File: src/rtl/pc_stack.sv
// rtl/pc_stack.sv - fetch address register and return-address stack feeding prefetch
// Optional ISP_GUARD_EN: drop overflowing pushes, zero the address on empty pops, raise sticky err.
module pc_stack #(
    parameter int MINSTW = 8,
    parameter int SDEPTH = 8,
    localparam int SPW = $clog2(SDEPTH) + 1
) (
    input  logic              clk,
    input  logic              rst,
    input  logic              pc_l,
    input  logic [MINSTW-1:0] instr_addr,
    input  logic              isp_push,
    input  logic              isp_pop,
    input  logic              itr,
    output logic [MINSTW-1:0] addr,
    output logic [SPW-1:0]    sp,
    output logic              empty,
    output logic              full,
    output logic              err
);

    localparam int IW = $clog2(SDEPTH);

    logic [MINSTW-1:0] stk [SDEPTH];
    logic [MINSTW-1:0] addr_nxt;
    logic [MINSTW-1:0] wr_data;
    logic [MINSTW-1:0] top;
    logic [SPW-1:0]    sp_nxt;
    logic [IW-1:0]     wr_idx;
    logic [IW-1:0]     top_idx;
    logic              wr_en;
    logic              err_nxt;
    logic              push_req;

    assign empty   = (sp == '0);
    assign full    = (sp == SPW'(SDEPTH));
    // Low index bits wrap naturally, so an empty stack reads the last slot.
    assign wr_idx  = sp[IW-1:0];
    assign top_idx = sp[IW-1:0] - IW'(1);
    assign top     = stk[top_idx];

    always_comb begin
        addr_nxt = addr + MINSTW'(1);
        sp_nxt   = sp;
        err_nxt  = err;
        wr_en    = 1'b0;
        wr_data  = addr + MINSTW'(1);
        push_req = 1'b0;

        if (itr) begin
            // Resume at the instruction not fetched this cycle.
            push_req = 1'b1;
            wr_data  = addr;
            addr_nxt = instr_addr + MINSTW'(1);
        end else if (isp_pop) begin
`ifdef ISP_GUARD_EN
            if (empty) begin
                addr_nxt = '0;
                err_nxt  = 1'b1;
            end else begin
                addr_nxt = top;
                sp_nxt   = sp - SPW'(1);
            end
`else
            addr_nxt = top;
            if (!empty)
                sp_nxt = sp - SPW'(1);
`endif
        end else if (isp_push) begin
            push_req = 1'b1;
            addr_nxt = instr_addr + MINSTW'(1);
        end else if (pc_l) begin
            addr_nxt = instr_addr + MINSTW'(1);
        end

        if (push_req) begin
`ifdef ISP_GUARD_EN
            if (full) begin
                err_nxt = 1'b1;
            end else begin
                wr_en  = 1'b1;
                sp_nxt = sp + SPW'(1);
            end
`else
            // Circular overwrite of the oldest entry once the count saturates.
            wr_en = 1'b1;
            if (!full)
                sp_nxt = sp + SPW'(1);
`endif
        end
    end

    always_ff @(posedge clk or posedge rst) begin
        if (rst) begin
            addr <= '0;
            sp   <= '0;
            err  <= 1'b0;
        end else begin
            addr <= addr_nxt;
            sp   <= sp_nxt;
            err  <= err_nxt;
        end
    end

    always_ff @(posedge clk) begin
        if (wr_en)
            stk[wr_idx] <= wr_data;
    end

endmodule

File: config.mk
export PLATFORM = sky130hd
export DESIGN_NAME = pc_stack
export DESIGN_NICKNAME = d
export VERILOG_FILES = /design/src/rtl/pc_stack.sv
export SDC_FILE = /design/constraint.sdc
export NUM_CORES = 1
export LEC_CHECK = 0
export CELL_PAD_IN_SITES_DETAIL_PLACEMENT = 1
export CELL_PAD_IN_SITES_GLOBAL_PLACEMENT = 2
export CORE_MARGIN = 1.5
export CORE_UTILIZATION = 39
export CTS_BUF_LIST = sky130_fd_sc_hd__clkbuf_8
export DETAILED_ROUTE_END_ITERATION = 7
export PLACE_DENSITY_LB_ADDON = 0.1
export SYNTH_ARGS = -nofsm -noshare
export SYNTH_HDL_FRONTEND = slang
export SYNTH_SLANG_ARGS = --single-unit
File: constraint.sdc
create_clock -name clk -period 2.32 [get_ports clk]
set_input_delay 0.464 -clock clk [delete_from_list [all_inputs] [get_ports clk]]
set_output_delay 0.464 -clock clk [all_outputs]
set_load 0.005 [all_outputs]
==> results of run 1 <==
## repair_timing
| action | CTS | global route |
|---|---|---|
| gates cloned | 0 | 0 |
| setup endpoints to repair | 2 | 3 |
| resized for setup | 4 | 4 |
| setup buffers | 0 | 0 |
## routing by layer
metal	share of wire	wire, µm	vias up
li1	-	-	1019
met1	0.44	3790	1125
met2	0.50	4330	53
met3	0.045	386	9
met4	0.011	93	0
met5	0	0	-
## power by group through the flow
stage | Combinational (W) | Clock (W) | Sequential [W]
after floorplan | 0.00139 | 0 | 0.00207
after global placement | 0.00219 | 0 | 0.00210
after detailed placement | 0.00221 | 0 | 0.00211
after CTS | 0.00226 | 0.00102 | 0.00208
after global routing | 0.00245 | 0.00108 | 0.00212
final | 0.00224 | 0.000999 | 0.00208
## state kept, by name (all words and copies together) (netlist names)
name / count
addr: 8
sp: 4
stk: 64
## cell families after synthesis
| kind of cell | share of synthesized area |
|---|---|
| flops | 0.623 |
| simple gates | 0.0915 |
| compound gates | 0.0592 |
| mux | 0.128 |
| buf+inv | 0.0315 |
| xor+xnor | 0.0519 |
| fa+ha+maj | 0.0140 |
| other cells | 0.00105 |
## cell type report
| cell class | count | share of cell area |
|---|---|---|
| clock buffer | 9 | 0.0286 |
| tap | 108 | 0.0312 |
| multi-input combinational | 143 | 0.293 |
| inverter | 6 | 0.00520 |
| timing repair buffer | 52 | 0.112 |
| clock inverter | 7 | 0.0168 |
| sequential | 76 | 0.513 |
## cell usage in the layout (no fill, tap or decap), types with 6 or more instances in the layout
cell,netlist,layout
o21ai_0,9,9
buf_4,1,22
nand2_1,10,10
xnor2_1,11,11
and3_1,7,7
mux4_2,12,12
nand3_1,9,9
edfxtp_1,64,64
nor2_1,16,15
mux2i_1,6,6
clkdlybuf4s50_1,0,27
xor2_1,7,7
clkbuf_8,0,9
dfrtp_1,12,12
## worst paths after layout
kind                             from      end  slack [ps]  cells after the start
worst min register to register  sp[0]    sp[0]         630                      2
worst min-delay path              rst  addr[6]         480                      2
max in group asynchronous         rst  addr[2]        1460                      2
min in group clk                sp[0]    sp[0]         630                      2
worst max-delay path            sp[0]     full         100                      5
worst max register to register  sp[0]  addr[6]         360                      5
## stage by stage
step	instances	hold slack, ps
4_1_cts	401	500
6_report	401	475
5_1_grt	401	519
3_5_place_dp	385	591
2_1_floorplan	239	329
3_3_place_gp	385	583
## worst register-to-register path, cell delays in order (launching register included)
cell     delay, ps
dfrtp_1        390
buf_6          250
mux4_1         590
mux2i_1        230
nor2_1         120
a221o_1        270
==> impl_results.md, run 1 <==
* Top-count cell post-synth: edfxtp_1
* Top cell family by delay on the critical path: buffers and inverters
* Clk buf depth at 2
* Storage element area at 2220 µm²
* Layout Nets at between 300 and 400
* Post-synth EDFFs at 64
* Hpwl dp at a little under 6000 µm
* CTS tree: built
* Vias in the first global route at between 2k and 2.5k
* Met3 global-route usage at 0.0433
* RSZ-0062 raised after global routing: no
* Total power at 0.00533 W
* Pre-CTS setup slack at 61.3 ps
* WP buf/inv at 2
* Area of the die at 9740 µm²
* Via-per-instance ratio at 5.50
* Syn Area/Cell at roughly 15 µm²
* Part of the power in registers at 0.391
* # IOs at 29
* Final number of hold-violating endpoints at 0
* Synthesized cell area at 3570 µm²
* Max FO, Critical Path at 5
* Synth top area share at 0.538
* H-tree depth at 3
* Crit-path max cell delay at about 510 ps
* Chip width at roughly 100 µm
* Clk slew on worst S/H paths at 80 ps
* Final setup violation count at 0
* Failing checks: design-rule violations
* CP Cell Sequence: inv_2 -> ha_4 -> nand2b_4 -> nor2_4 -> clkdlybuf4s50_1
* Post-route cell area at 4330 µm²
* Residual DRC count at 5
* Die Y at ~99 µm
* Synth area leader: edfxtp_1
* # rows at 34
* Fmax achieved at about 0.45 GHz
* Critical Path AT at around 1800 ps
* Synthesis-to-finish area growth at 21.3%
* Outcome: complete, but fails checks
* WL/cell at about 21 µm
* Period utilization at 0.956
* Worst slew pin tran at 751 ps
* Starting Density at 0.405
* GR peak layer: met2
* Final slew viol count at 0
* HP Class: input pin to asynchronous set/reset pin
* Comb power frac at 0.421
* Synth cell count leaders: 64 x edfxtp_1, 16 x nor2_1, 12 x dfrtp_1, 12 x mux4_2, 11 x xnor2_1
* Port bufs at 27
* Max VDD drop at ~0.57 mV
* Clock power frac at 0.188
* Largest net degree at the start of global routing at 19
* Synth top area cells: edfxtp_1 54%, dfrtp_1 8.4%, mux4_2 7.6%, mux4_1 2.9%, xnor2_1 2.7%
* First-pass GRT wire length at roughly 13,000 µm
* DR vias at around 2.2k
* Critical path's slowest cell: clkdlybuf4s50_1
* Global route overflow at 0
* Sw Ratio at 0.339
* Crit end category: primary output
* Async SR Flop Fraction at 0.158
* Ratio of cells with drive above 1 in the final layout at 0.212
* Setup TNS at 0 ps
* Met1 Use GR at 0.243
* Routability Congestion at 0.796
* P_int at approximately 0.0035 W
* Final core occ at 0.492
* Core Box Area at around 8800 µm²
* Initial drt markers at a little over 80
* PwrDens at about 1200 nW/µm²
* Total routed wirelength at ~8600 µm
* Startpoint Class: register
* Worst-Skew Late Latency at 350 ps
* Number of synthesized register bits at 76
* Yosys warns at 0
* Post-Syn Nets at about 260
* Seq/Total Area, Yosys at 0.623
* Hold buffers post-CTS at 0
* Multi-input gate area at approximately 1300 µm²
* Max Cap Viol at 0
* CTS Buf Count at 9
* Total iterations of the first detailed-routing run at 6
* Grt met2 use at 0.321
* Min cycle time layout at about 2200 ps
* CTS root buf: clkbuf_8
* Switch Pwr at 0.00180 W
* Crit path kind: register to primary output
* Placed Area at ~4100 µm²
* Worst setup margin at ~100 ps
* Main flop type after synthesis: edfxtp_1
* CTS Sinks at 76
* Final ANT Viol Nets at 0
* Fill count at 891
* Diode count at 0
* Syn Inst Count at 239
* Worst Path Required at 1860 ps
* GRT Total Usage at 0.190
* Static leakage at 1.53 nW
* Library cells used by synthesis at 48
* Initial antenna violation count at 0
* Setup Skew at ~8 ps
* Slew headroom at 0.496
No activity file was read; power rests on OpenSTA's default activity.
==> run 2: changes to the inputs <==
--- a/config.mk
+++ b/config.mk
@@ -9,7 +9,7 @@
 export CELL_PAD_IN_SITES_GLOBAL_PLACEMENT = 2
 export CORE_MARGIN = 1.5
 export CORE_UTILIZATION = 39
-export CTS_BUF_LIST = sky130_fd_sc_hd__clkbuf_8
+export CTS_BUF_LIST = sky130_fd_sc_hd__clkbuf_2 sky130_fd_sc_hd__clkbuf_4 sky130_fd_sc_hd__clkbuf_8
 export DETAILED_ROUTE_END_ITERATION = 7
 export PLACE_DENSITY_LB_ADDON = 0.1
 export SYNTH_ARGS = -nofsm -noshare
==> results of run 2 <==
The final DEF is identical to that of run 1; final timing and power are the same.
